<file path="config.mk">
export PLATFORM = sky130hd
export DESIGN_NAME = alu_exec_ctrl_flat
export DESIGN_NICKNAME = d
export VERILOG_FILES = /design/src/rtl/alu_exec_ctrl_pkg.sv /design/src/rtl/alu_exec_ctrl_if.sv /design/src/rtl/alu_exec_ctrl_reg_file.sv /design/src/rtl/alu_exec_ctrl.sv /design/src/flat_wrapper.sv
export SDC_FILE = /design/constraint.sdc
export NUM_CORES = 1
export LEC_CHECK = 0
export CELL_PAD_IN_SITES_DETAIL_PLACEMENT = 1
export CELL_PAD_IN_SITES_GLOBAL_PLACEMENT = 1
export CORE_ASPECT_RATIO = 1.1
export CORE_MARGIN = 3
export CORE_UTILIZATION = 46
export DETAILED_ROUTE_END_ITERATION = 10
export GPL_TIMING_DRIVEN = 0
export PLACE_DENSITY = 0.9
export REMOVE_ABC_BUFFERS = 1
export SETUP_SLACK_MARGIN = 0.2
export SLEW_MARGIN = 40
export SYNTH_ARGS = -nofsm -noshare
export SYNTH_HDL_FRONTEND = slang
export SYNTH_HIERARCHICAL = 1
export SYNTH_SLANG_ARGS = --single-unit
export TNS_END_PERCENT = 100
</file>
<file path="constraint.sdc">
create_clock -name clk -period 3.6 [get_ports clk]
set_clock_uncertainty 0.2 [all_clocks]
set_input_delay 0.9 -clock clk [delete_from_list [all_inputs] [get_ports clk]]
set_output_delay 0.9 -clock clk [all_outputs]
set_load 0.005 [all_outputs]
</file>
<file path="src/rtl/alu_exec_ctrl_pkg.sv">
// Shared constants for the execute-stage sequencer: widths, ALU opcodes,
// FSM state encodings and instruction field positions.
package alu_exec_ctrl_pkg;

    localparam int DW    = 8;
    localparam int RA_W  = 2;
    localparam int NREGS = 2 ** RA_W;

    localparam logic [1:0] OP_ADD = 2'b00;
    localparam logic [1:0] OP_SUB = 2'b01;
    localparam logic [1:0] OP_AND = 2'b10;
    localparam logic [1:0] OP_OR  = 2'b11;

    typedef enum logic [1:0] {
        S_IDLE = 2'd0,
        S_READ = 2'd1,
        S_EXEC = 2'd2,
        S_WB   = 2'd3
    } state_t;

    // instr = {opcode[7:6], rd[5:4], rs1[3:2], rs2[1:0]}
    localparam int OPC_LSB = 6;
    localparam int RD_LSB  = 4;
    localparam int RS1_LSB = 2;
    localparam int RS2_LSB = 0;

endpackage

</file>
<file path="src/rtl/alu_exec_ctrl_if.sv">
// Bundle of the instruction/load handshakes, ALU bus, result/flag outputs
// and debug read port. slave = the sequencer, master = its environment.
interface alu_exec_ctrl_if;
    import alu_exec_ctrl_pkg::*;

    logic            instr_valid;
    logic            instr_ready;
    logic [7:0]      instr;
    logic            ld_valid;
    logic            ld_ready;
    logic [RA_W-1:0] ld_addr;
    logic [DW-1:0]   ld_data;
    logic [DW-1:0]   alu_a;
    logic [DW-1:0]   alu_b;
    logic [1:0]      alu_sel;
    logic [DW-1:0]   alu_result;
    logic            alu_ovf;
    logic            alu_brw;
    logic            res_valid;
    logic [DW-1:0]   res_data;
    logic            flag_c;
    logic            flag_b;
    logic            flag_z;
    logic [RA_W-1:0] dbg_addr;
    logic [DW-1:0]   dbg_data;

    modport slave (
        input  instr_valid, instr, ld_valid, ld_addr, ld_data,
               alu_result, alu_ovf, alu_brw, dbg_addr,
        output instr_ready, ld_ready, alu_a, alu_b, alu_sel,
               res_valid, res_data, flag_c, flag_b, flag_z, dbg_data
    );

    modport master (
        output instr_valid, instr, ld_valid, ld_addr, ld_data,
               alu_result, alu_ovf, alu_brw, dbg_addr,
        input  instr_ready, ld_ready, alu_a, alu_b, alu_sel,
               res_valid, res_data, flag_c, flag_b, flag_z, dbg_data
    );

endinterface

</file>
<file path="src/rtl/alu_exec_ctrl_reg_file.sv">
// NREGS x DW register file: one synchronous write port, two combinational
// operand read ports and a combinational debug read port.
module alu_exec_ctrl_reg_file
    import alu_exec_ctrl_pkg::*;
(
    input  logic            clk,
    input  logic            rst_n,
    input  logic            i_we,
    input  logic [RA_W-1:0] i_waddr,
    input  logic [DW-1:0]   i_wdata,
    input  logic [RA_W-1:0] i_raddr1,
    input  logic [RA_W-1:0] i_raddr2,
    input  logic [RA_W-1:0] i_dbg_addr,
    output logic [DW-1:0]   o_rdata1,
    output logic [DW-1:0]   o_rdata2,
    output logic [DW-1:0]   o_dbg_data
);

    logic [NREGS-1:0][DW-1:0] r_regs;

    always_ff @(posedge clk or negedge rst_n) begin
        if (!rst_n)
            r_regs <= '0;
        else if (i_we)
            r_regs[i_waddr] <= i_wdata;
    end

    assign o_rdata1   = r_regs[i_raddr1];
    assign o_rdata2   = r_regs[i_raddr2];
    assign o_dbg_data = r_regs[i_dbg_addr];

endmodule

</file>
<file path="src/rtl/alu_exec_ctrl.sv">
// Execute-stage sequencer: IDLE -> READ -> EXEC -> WB, one instruction per
// four cycles, driving an external 8-bit ALU and writing its result back.
module alu_exec_ctrl
    import alu_exec_ctrl_pkg::*;
(
    input  logic           clk,
    input  logic           rst_n,
    alu_exec_ctrl_if.slave bus
);

    state_t          r_state, w_next;
    logic [1:0]      r_op, r_sel;
    logic [RA_W-1:0] r_rd, r_rs1, r_rs2;
    logic [DW-1:0]   r_op_a, r_op_b, r_res;
    logic            r_ovf, r_brw;
    logic            r_fc, r_fb, r_fz;

    logic            w_idle, w_ld_acc, w_instr_acc, w_we;
    logic [RA_W-1:0] w_waddr;
    logic [DW-1:0]   w_wdata, w_rd1, w_rd2;

    always_ff @(posedge clk or negedge rst_n) begin
        if (!rst_n)
            r_state <= S_IDLE;
        else
            r_state <= w_next;
    end

    always_comb begin
        w_next = r_state;
        case (r_state)
            S_IDLE:  if (bus.instr_valid) w_next = S_READ;
            S_READ:  w_next = S_EXEC;
            S_EXEC:  w_next = S_WB;
            S_WB:    w_next = S_IDLE;
            default: w_next = S_IDLE;
        endcase
    end

    // Single write port: WB owns it in S_WB, loads can only land in S_IDLE.
    always_comb begin
        w_idle      = (r_state == S_IDLE);
        w_ld_acc    = w_idle && bus.ld_valid;
        w_instr_acc = w_idle && bus.instr_valid;
        w_we        = 1'b0;
        w_waddr     = bus.ld_addr;
        w_wdata     = bus.ld_data;
        if (r_state == S_WB) begin
            w_we    = 1'b1;
            w_waddr = r_rd;
            w_wdata = r_res;
        end else if (w_ld_acc) begin
            w_we    = 1'b1;
        end
    end

    always_ff @(posedge clk or negedge rst_n) begin
        if (!rst_n) begin
            r_op   <= '0;
            r_rd   <= '0;
            r_rs1  <= '0;
            r_rs2  <= '0;
            r_op_a <= '0;
            r_op_b <= '0;
            r_sel  <= '0;
            r_res  <= '0;
            r_ovf  <= 1'b0;
            r_brw  <= 1'b0;
            r_fc   <= 1'b0;
            r_fb   <= 1'b0;
            r_fz   <= 1'b0;
        end else begin
            if (w_instr_acc) begin
                r_op  <= bus.instr[OPC_LSB +: 2];
                r_rd  <= bus.instr[RD_LSB  +: RA_W];
                r_rs1 <= bus.instr[RS1_LSB +: RA_W];
                r_rs2 <= bus.instr[RS2_LSB +: RA_W];
            end
            if (r_state == S_READ) begin
                r_op_a <= w_rd1;
                r_op_b <= w_rd2;
                r_sel  <= r_op;
            end
            if (r_state == S_EXEC) begin
                r_res <= bus.alu_result;
                r_ovf <= bus.alu_ovf;
                r_brw <= bus.alu_brw;
            end
            if (r_state == S_WB) begin
                r_fc <= r_ovf;
                r_fb <= r_brw;
                r_fz <= (r_res == '0);
            end
        end
    end

    alu_exec_ctrl_reg_file u_rf (
        .clk        (clk),
        .rst_n      (rst_n),
        .i_we       (w_we),
        .i_waddr    (w_waddr),
        .i_wdata    (w_wdata),
        .i_raddr1   (r_rs1),
        .i_raddr2   (r_rs2),
        .i_dbg_addr (bus.dbg_addr),
        .o_rdata1   (w_rd1),
        .o_rdata2   (w_rd2),
        .o_dbg_data (bus.dbg_data)
    );

    assign bus.instr_ready = w_idle;
    assign bus.ld_ready    = w_idle;
    assign bus.alu_a       = r_op_a;
    assign bus.alu_b       = r_op_b;
    assign bus.alu_sel     = r_sel;
    assign bus.res_valid   = (r_state == S_WB);
    assign bus.res_data    = r_res;
    assign bus.flag_c      = r_fc;
    assign bus.flag_b      = r_fb;
    assign bus.flag_z      = r_fz;

endmodule

</file>
<file path="src/flat_wrapper.sv">
// flat-port wrapper written by rule: the top's interface ports become plain ports
module alu_exec_ctrl_flat import alu_exec_ctrl_pkg::*;
  (clk, rst_n, bus_instr_valid, bus_instr, bus_ld_valid, bus_ld_addr, bus_ld_data, bus_alu_result, bus_alu_ovf, bus_alu_brw, bus_dbg_addr, bus_instr_ready, bus_ld_ready, bus_alu_a, bus_alu_b, bus_alu_sel, bus_res_valid, bus_res_data, bus_flag_c, bus_flag_b, bus_flag_z, bus_dbg_data);
  alu_exec_ctrl_if bus_i ();
  input  logic clk;
  input  logic rst_n;
  input wire logic [$bits(bus_i.instr_valid)-1:0] bus_instr_valid;
  input wire logic [$bits(bus_i.instr)-1:0] bus_instr;
  input wire logic [$bits(bus_i.ld_valid)-1:0] bus_ld_valid;
  input wire logic [$bits(bus_i.ld_addr)-1:0] bus_ld_addr;
  input wire logic [$bits(bus_i.ld_data)-1:0] bus_ld_data;
  input wire logic [$bits(bus_i.alu_result)-1:0] bus_alu_result;
  input wire logic [$bits(bus_i.alu_ovf)-1:0] bus_alu_ovf;
  input wire logic [$bits(bus_i.alu_brw)-1:0] bus_alu_brw;
  input wire logic [$bits(bus_i.dbg_addr)-1:0] bus_dbg_addr;
  output wire logic [$bits(bus_i.instr_ready)-1:0] bus_instr_ready;
  output wire logic [$bits(bus_i.ld_ready)-1:0] bus_ld_ready;
  output wire logic [$bits(bus_i.alu_a)-1:0] bus_alu_a;
  output wire logic [$bits(bus_i.alu_b)-1:0] bus_alu_b;
  output wire logic [$bits(bus_i.alu_sel)-1:0] bus_alu_sel;
  output wire logic [$bits(bus_i.res_valid)-1:0] bus_res_valid;
  output wire logic [$bits(bus_i.res_data)-1:0] bus_res_data;
  output wire logic [$bits(bus_i.flag_c)-1:0] bus_flag_c;
  output wire logic [$bits(bus_i.flag_b)-1:0] bus_flag_b;
  output wire logic [$bits(bus_i.flag_z)-1:0] bus_flag_z;
  output wire logic [$bits(bus_i.dbg_data)-1:0] bus_dbg_data;
  assign bus_i.instr_valid = bus_instr_valid;
  assign bus_i.instr = bus_instr;
  assign bus_i.ld_valid = bus_ld_valid;
  assign bus_i.ld_addr = bus_ld_addr;
  assign bus_i.ld_data = bus_ld_data;
  assign bus_i.alu_result = bus_alu_result;
  assign bus_i.alu_ovf = bus_alu_ovf;
  assign bus_i.alu_brw = bus_alu_brw;
  assign bus_i.dbg_addr = bus_dbg_addr;
  assign bus_instr_ready = bus_i.instr_ready;
  assign bus_ld_ready = bus_i.ld_ready;
  assign bus_alu_a = bus_i.alu_a;
  assign bus_alu_b = bus_i.alu_b;
  assign bus_alu_sel = bus_i.alu_sel;
  assign bus_res_valid = bus_i.res_valid;
  assign bus_res_data = bus_i.res_data;
  assign bus_flag_c = bus_i.flag_c;
  assign bus_flag_b = bus_i.flag_b;
  assign bus_flag_z = bus_i.flag_z;
  assign bus_dbg_data = bus_i.dbg_data;
  alu_exec_ctrl u_core (.clk(clk), .rst_n(rst_n), .bus(bus_i));
endmodule
</file>
==> metrics, run 1 <==
kind of end point of the critical path output port; I/O Pins 74; sequential fraction of the synthesis area about half; GR Overflow Total 0; worst path cell trace dlygate4sd2_1, mux4_2, clkdlybuf4s50_1; Synth Instances 210; clk slew on worst S/H paths 90 ps; Switching Share between 30% and 40%; Cell variety after synth 22; Worst EP arrival roughly 2200 ps; Routed Antenna Nets 0; reg-to-reg critical path endpoint u_core/u_rf/r_regs[4]; clock buffer depth 2; H-tree depth 3; Synth Cell Area ~3500 sq um; Power Dens Cells roughly 1000 nW/um^2; Clk network pwr share 18.1%; Synth area leaders dfrtp_1, mux2_2, mux4_2; CP max stage cell dlygate4sd2_1; share of layout cells above drive strength 1 around 46%; pre-CTS WS -363.7 ps; multi-input logic area between 1500 and 2000 sq um; syn_area_per_cell 16.89 sq um; # nets final 321; Max Slew Vio Count 0; Synth Warn # 6; Area Growth Syn to Fin 29.85%; Die Y about 98 microns; final setup fails 0; routed vias roughly 2300; Vias/cell just under 6; most common cell after layout, fill and taps aside mux2_2; status complete, no violations; initial antenna violation count 0; Int Power ~0.0031 W; hpwl dp between 5000 and 6000 microns; post-CTS setup buffer count 0; flop2flop setup slack approximately 730 ps; worst hold path type in -> async; FF+latch area 1827 sq um; Flop pwr share a little under two fifths; Reg-to-Reg Start u_core/r_state[0]; GRT Total Usage about a quarter; worst vdd ir 450.0 uV; critical path required time around 2500 ps; CP max stage delay 470 ps; RSZ-0062 raised after global routing no; first-pass GRT wire length around 16000 microns; worst path bufs/invs 2; cell family with most CP delay buffers and inverters; Post-CTS Resized 6; Static Leakage 1.867 nW; worst rel slew slack approximately 52%; #FFs+latches synth 73; startpoint types primary input; Worst-Margin Slew approximately 710 ps; initial core utilization around 49%; setup ws final between 200 and 300 ps; setup_tns 0 ps; clk sinks 73; cell taking the most area after synthesis dfrtp_1; count of input and output buffers 73; DRT Wirelength slightly above 10000 microns; FF-to-FF path depth 4; routed length per instance between 20 and 30 microns; Antenna Cells 0; clock root buffer clkbuf_8; commonest non-fill, non-tap cells in the layout mux2_2, dfrtp_1, clkdlybuf4s50_1, mux4_2, clkbuf_8; number of global-route vias before repair between 2000 and 3000; Hold Vio Cnt, Final 0; top-area cell type share of the netlist area between 50% and 60%; largest net degree at the start of global routing 55; Sw Pwr around 0.0015 W; fin crit period around 3300 ps; Clk Latency, worst-skew pair 350 ps; Iteration-0 DRC Markers 108; GP Congestion approximately 0.71; maxcap violations 0; chip width ~90 microns; Detailed Routing Iterations Pass 1 4; fmax approximately 0.3 GHz; row count 32; die area between 8000 and 9000 sq um; CTS buffer count 9; DRC 0; hold_buf cts 0; CTS tree done; Filler cells approximately 650; Comb pwr share roughly 45%; Worst Path Max Fanout 8; period utilization about 90%; Crit Path Class in -> out; Core Area about 7200 sq um
==> cell usage after synthesis <==
cell and number:
mux2_2 80, dfrtp_1 73, mux4_2 24, buf_2 4
ha_1 4, buf_1 3, buf_6 3, inv_1 2
nand3b_2 2, nor2_1 2, nor4_1 2, a21o_2 1
a21oi_1 1, a31o_2 1, buf_4 1, buf_8 1
mux2_4 1, nand2_4 1, nand2b_1 1, nand3_2 1
nor2b_1 1, nor3b_4 1
==> metal layers <==
| metal | track usage [%] | vias to the layer above | share of wire, % |
|---|---|---|---|
| met3 | 6.471 | 19 | 5.5 |
| met5 | 0 | - | 0 |
| met1 | 30.13 | 1189 | 41 |
| met2 | 40.45 | 98 | 51 |
| met4 | 8.019 | 0 | 2.1 |
| li1 | - | 949 | - |
==> how the worst max path moves through the flow <==
stage	start	endpoint	slack, ps	depth (start not counted)
3_5_place_dp	bus_dbg_addr[0]	bus_dbg_data[4]	-360	3
3_3_place_gp	rst_n	u_core/bus.alu_a[0]	-1050	1
5_1_grt	bus_dbg_addr[0]	bus_dbg_data[4]	220	3
4_1_cts	bus_dbg_addr[1]	bus_dbg_data[4]	240	3
2_1_floorplan	bus_dbg_addr[0]	bus_dbg_data[0]	1120	1
6_report	bus_dbg_addr[1]	bus_dbg_data[6]	270	3
==> flip-flops by register name (all words and copies together) (netlist names), 2 cells and up <==
name / cells
u_core/u_rf/r_regs: 32
u_core/r_op: 2
u_core/bus.res_data: 8
u_core/bus.alu_a: 8
u_core/r_state: 2
u_core/r_rs2: 2
u_core/bus.alu_b: 8
u_core/r_rd: 2
u_core/r_rs1: 2
u_core/bus.alu_sel: 2
==> stage by stage <==
| step | instance area [sq um] | hold slack, ps | total power (W) | instances | util [%] |
|---|---|---|---|---|---|
| floorplan | 3458 | 273.6 | 0.002801 | 198 | - |
| global placement | 4317 | 284.3 | 0.003562 | 373 | 59.56 |
| detailed placement | 4348 | 296.6 | 0.003697 | 374 | 60.00 |
| CTS | 4604 | 168.4 | 0.004666 | 390 | 63.54 |
| global route | 4604 | 178.3 | 0.004866 | 390 | 63.54 |
| finish | 4604 | 178.4 | 0.004641 | 390 | 63.54 |
==> power by group through the flow <==
stage | Clock (W) | Combinational, W | Sequential (W)
2_1_floorplan | 0 | 0.00124 | 0.00156
3_3_place_gp | 0 | 0.00191 | 0.00165
3_5_place_dp | 0 | 0.00200 | 0.00170
4_1_cts | 0.000856 | 0.00209 | 0.00172
5_1_grt | 0.000888 | 0.00220 | 0.00178
6_report | 0.000840 | 0.00208 | 0.00172
==> logic make-up after synthesis <==
family | Yosys count | share of synthesized area [%]
DFF | 73 | 51.52
buffers and inverters | 14 | 2.682
adders and majority gates | 4 | 1.411
muxes | 105 | 41.07
AOI/OAI and AO/OA | 3 | 0.6351
and+or+nand+nor | 11 | 2.682
==> final cells by class <==
type	count	area share, %
flip-flops and latches	73	39.67
multi-input cells	123	35.33
repair buffers	74	16.36
clock buffers	12	3.587
well taps	102	2.772
clock inverters	4	2.120
inverters	2	0.1630
Power figures use the tool's default switching activity.
==> run 2: changes to the inputs <==
==> constraint.sdc (replaced) <==
create_clock -name clk -period 3.6 [get_ports clk]
set_clock_uncertainty 0.2 [all_clocks]
set_input_delay 0.9 -clock clk [delete_from_list [all_inputs] [get_ports clk]]
set_output_delay 0.9 -clock clk [all_outputs]
set_load 0.02 [all_outputs]
==> metrics, run 2 (same netlist as run 1, synthesis figures left out) <==
worst rel slew slack a little over half; # nets final 321; Power, Total about 0.0049 W; GP Congestion 0.7101; startpoint types primary input; clock buffer depth 2; setup ws final 286.4 ps; Iteration-0 DRC Markers 145; DRT Wirelength 10110 microns; hold_buf cts 0; GR Util met1 ~30%; largest net degree at the start of global routing 55; GRT Total Usage 23.89%; routed vias 2277; Worst-Margin Slew 714.2 ps; Most Crowded Layer GR met2; fin crit period about 3300 ps; Worst EP arrival 2210 ps; critical path required time 2500 ps; Area Growth Syn to Fin 29.99%; row count 32; worst vdd ir slightly above 500 uV; final core utilization a little under two thirds; Reg with most FFs u_core/u_rf/r_regs; I/O Pins 74; initial core utilization about half; maxcap violations 0; Routed Antenna Nets 0; share of layout cells above drive strength 1 a little under half; Clk Latency, worst-skew pair roughly 350 ps; final setup fails 0; status complete, no violations; Max Slew Vio Count 0; met3 usage 6.471%; clk slew on worst S/H paths ~80 ps; Antenna Cells 0; Vias/cell just under 6; GRT met2 Usage 40.68%; Detailed Routing Iterations Pass 1 4; Die Y roughly 98 microns; clk sinks 73; hpwl dp between 5000 and 6000 microns; H-tree depth 3; die area approximately 9000 sq um; count of input and output buffers 73; worst path cell trace buf_4, mux4_2, clkdlybuf4s50_1; final hold slack 180.9 ps; worst path bufs/invs 2; fmax 0.3018 GHz; pre-CTS WS -455.7 ps; CTS tree done; period utilization 92.04%; RSZ-0062 raised after global routing no; chip width 89.71 microns; Worst Path Max Fanout 8; DRC 0; Hold Vio Cnt, Final 0; Core Area about 7200 sq um; cell family with most CP delay buffers and inverters; first-pass GRT wire length 15550 microns; max FFs per register 32; CP max stage delay about 570 ps; clock root buffer clkbuf_8; initial antenna violation count 0; kind of end point of the critical path output port; most common cell after layout, fill and taps aside mux2_2; CTS buffer count 9; Power Dens Cells approximately 1100 nW/um^2; number of global-route vias before repair about 2600; CP max stage cell clkdlybuf4s50_1; Crit Path Class in -> out; routed length per instance about 26 microns; worst hold path type in -> async; GR Overflow Total 0; Static Leakage 1.867 nW; commonest non-fill, non-tap cells in the layout mux2_2, dfrtp_1, clkdlybuf4s50_1, mux4_2, clkbuf_8
[run 2: changes by cell type in the layout (fill, tap and decap cells not counted)]
cell	delta
clkdlybuf4s15_2	+1
dlygate4sd2_1	-1
buf_4	+1
buf_2	-1
[run 2: what timing repair did]
action                     4_1_cts  5_1_grt
resized for setup                9        0
setup buffers                    0        0
setup endpoints to repair        8        0
[run 2: final timing paths]
| path | from | to | slack [ps] | cells past startpoint |
|---|---|---|---|---|
| min reg2reg | u_core/bus.alu_b[1] | u_core/bus.alu_b[1] | 310 | 1 |
| min | rst_n | u_core/r_rd[0] | 180 | 1 |
| max | bus_dbg_addr[0] | bus_dbg_data[6] | 290 | 3 |
| max reg2reg | u_core/r_state[0] | u_core/u_rf/r_regs[4] | 740 | 4 |
| min in group clk | u_core/bus.alu_b[1] | u_core/bus.alu_b[1] | 310 | 1 |
| max in group asynchronous | rst_n | u_core/bus.alu_b[7] | 2480 | 2 |
[run 2: metal layers]
| metal | vias to the layer above | wire, microns | share of wire (%) |
|---|---|---|---|
| met4 | 0 | 216 | 2.1 |
| li1 | 949 | - | - |
| met3 | 19 | 601 | 5.9 |
| met2 | 105 | 5182 | 51 |
| met5 | - | 0 | 0 |
| met1 | 1204 | 4110 | 41 |
[run 2: cell type report]
type	count	area (sq um)
Timing Repair Buffer	74	758.2
Inverter	2	7.507
Clock inverter	4	97.59
Tap cell	102	127.6
Clock buffer	12	165.2
Multi-Input combinational cell	123	1627
Sequential cell	73	1827
Fill cell	649	2638
[run 2: where the power goes]
| group | total [W] | internal (W) | leakage [nW] | switching, W |
|---|---|---|---|---|
| Sequential | 0.00172 | 0.00125 | 0.867 | 0.000474 |
| Combinational | 0.00235 | 0.00136 | 0.871 | 0.000993 |
| Clock | 0.000839 | 0.000518 | 0.129 | 0.000321 |
[run 2: per-stage QoR]
stage / area [sq um] / instances / TNS, ps
6_report: 4609 / 390 / 0
5_1_grt: 4609 / 390 / 0
4_1_cts: 4609 / 390 / 0
3_5_place_dp: 4348 / 374 / -3494
3_3_place_gp: 4317 / 373 / -79770
2_1_floorplan: 3458 / 198 / 0
==> run 3: changes to the inputs <==
--- a/config.mk
+++ b/config.mk
@@ -5,6 +5,8 @@
 export SDC_FILE = /design/constraint.sdc
 export NUM_CORES = 1
 export LEC_CHECK = 0
+export ABC_CLOCK_PERIOD_IN_PS = 3600
+export CAP_MARGIN = 30
 export CELL_PAD_IN_SITES_DETAIL_PLACEMENT = 1
 export CELL_PAD_IN_SITES_GLOBAL_PLACEMENT = 1
 export CORE_ASPECT_RATIO = 1.1
==> constraint.sdc (replaced) <==
create_clock -name clk -period 3.6 [get_ports clk]
set_clock_uncertainty 0.2 [all_clocks]
set_input_delay 1.08 -clock clk [delete_from_list [all_inputs] [get_ports clk]]
set_output_delay 1.08 -clock clk [all_outputs]
set_load 0.02 [all_outputs]
==> metrics, run 3 (same netlist as run 1, synthesis figures left out) <==
status complete, no violations; critical path required time roughly 2300 ps; worst hold path type reg -> reg; post-CTS setup buffer count 0; Core Area roughly 7200 sq um; hpwl dp 5967 microns; Routed Antenna Nets 0; Power Dens Cells around 1100 nW/um^2; most common cell after layout, fill and taps aside mux2_2; initial core utilization roughly half; Die Y about 98 microns; routed length per instance 25.81 microns; I/O Pins 74; chip width ~90 microns; # nets final roughly 320; Worst Path Max Fanout 8; Vias/cell a little under 6; worst rel slew slack around three fifths; largest net degree at the start of global routing 55; GP Congestion roughly 0.7; fmax just under 0.3 GHz; CTS buffer count 9; Area Growth Syn to Fin 30.06%; final hold slack between 300 and 400 ps; first-pass GRT wire length 15650 microns; Detailed Routing Iterations Pass 1 4; Worst EP arrival ~2100 ps; DRT Wirelength between 10000 and 15000 microns; initial antenna violation count 0; DRC 0; Worst-Margin Slew 618.9 ps; Crit Path Class in -> out; row count 32; share of layout cells above drive strength 1 47.22%; maxcap violations 0; Placed Area 4348 sq um; GRT Total Usage ~24%; Reg with most FFs u_core/u_rf/r_regs; worst vdd ir about 550 uV; startpoint types primary input; GR Overflow Total 0; number of global-route vias before repair roughly 2600; post-route cell area ~4600 sq um; Iteration-0 DRC Markers around 130; Static Leakage around 1.9 nW; setup_tns 0 ps; count of input and output buffers 73; max FFs per register 32; RSZ-0062 raised after global routing no; clk slew on worst S/H paths around 70 ps; commonest non-fill, non-tap cells in the layout mux2_2, dfrtp_1, clkdlybuf4s50_1, mux4_2, clkbuf_8; clock buffer depth 2; Clk Latency, worst-skew pair ~350 ps; clk sinks 73; routed vias between 2000 and 2500; kind of end point of the critical path output port; final setup fails 0; Hold Vio Cnt, Final 0; fin crit period 3371 ps; Max Slew Vio Count 0; CTS tree done; Antenna Cells 0; period utilization around 94%; die area ~8800 sq um; H-tree depth 3; clock root buffer clkbuf_8
==> run 3: cell count changes in the layout (fill, tap and decap cells not counted), sizes merged <==
cell	previous run	this run
clkdlybuf4s18	0	1
dlygate4sd2	0	4
clkdlybuf4s50	70	62
clkdlybuf4s15	1	4
==> run 3: layout make-up <==
cell class / count / area (sq um)
fillers: 648 / 2635
clock inverters: 4 / 97.59
multi-input cells: 123 / 1629
clock buffers: 12 / 165.2
well taps: 102 / 127.6
inverters: 2 / 7.507
flip-flops and latches: 73 / 1827
repair buffers: 74 / 758.2
==> run 3: repair_timing <==
item,CTS,global route
gates resized for setup,23,3
endpoints found under the setup margin,9,2
hold buffers,0,0
==> run 3: final timing paths <==
check | startpoint | to | slack (ps) | cells after the start
worst min-delay path | u_core/bus.alu_b[1] | u_core/bus.alu_b[1] | 310 | 1
min in group asynchronous | rst_n | u_core/r_rd[0] | 360 | 1
max in group asynchronous | rst_n | u_core/bus.alu_a[7] | 2300 | 2
worst max register to register | u_core/r_state[0] | u_core/u_rf/r_regs[4] | 970 | 4
worst max-delay path | bus_dbg_addr[1] | bus_dbg_data[1] | 230 | 3
worst min register to register | u_core/bus.alu_b[1] | u_core/bus.alu_b[1] | 310 | 1
==> run 3: stage by stage <==
stage	setup WS [ps]	cells	power [W]	utilization, %
6_report	229.5	390	0.004876	63.64
5_1_grt	205.0	390	0.005109	63.64
4_1_cts	192.8	390	0.004907	63.62
3_5_place_dp	-815.7	374	0.003969	60.00
3_3_place_gp	-1227	373	0.003833	59.56
2_1_floorplan	693.8	198	0.003069	-
==> run 3: critical path, cell delays in order <==
cell	delay (ps)
clkdlybuf4s18_2	330
mux4_2	340
dlygate4sd2_1	330
==> run 3: layer usage <==
layer | routed length (microns) | global-route usage, % | vias up
met5 | 0 | 0 | -
met3 | 661 | 6.394 | 19
met2 | 5144 | 40.57 | 119
met1 | 4024 | 30.25 | 1197
met4 | 234 | 8.373 | 0
li1 | - | - | 947
==> run 3: power breakdown <==
| part | total (W) | internal, W | switching (W) |
|---|---|---|---|
| clock | 0.000837 | 0.000518 | 0.000319 |
| combinational | 0.00232 | 0.00134 | 0.000985 |
| sequential | 0.00172 | 0.00125 | 0.000473 |
| total | 0.00488 | 0.00310 | 0.00178 |
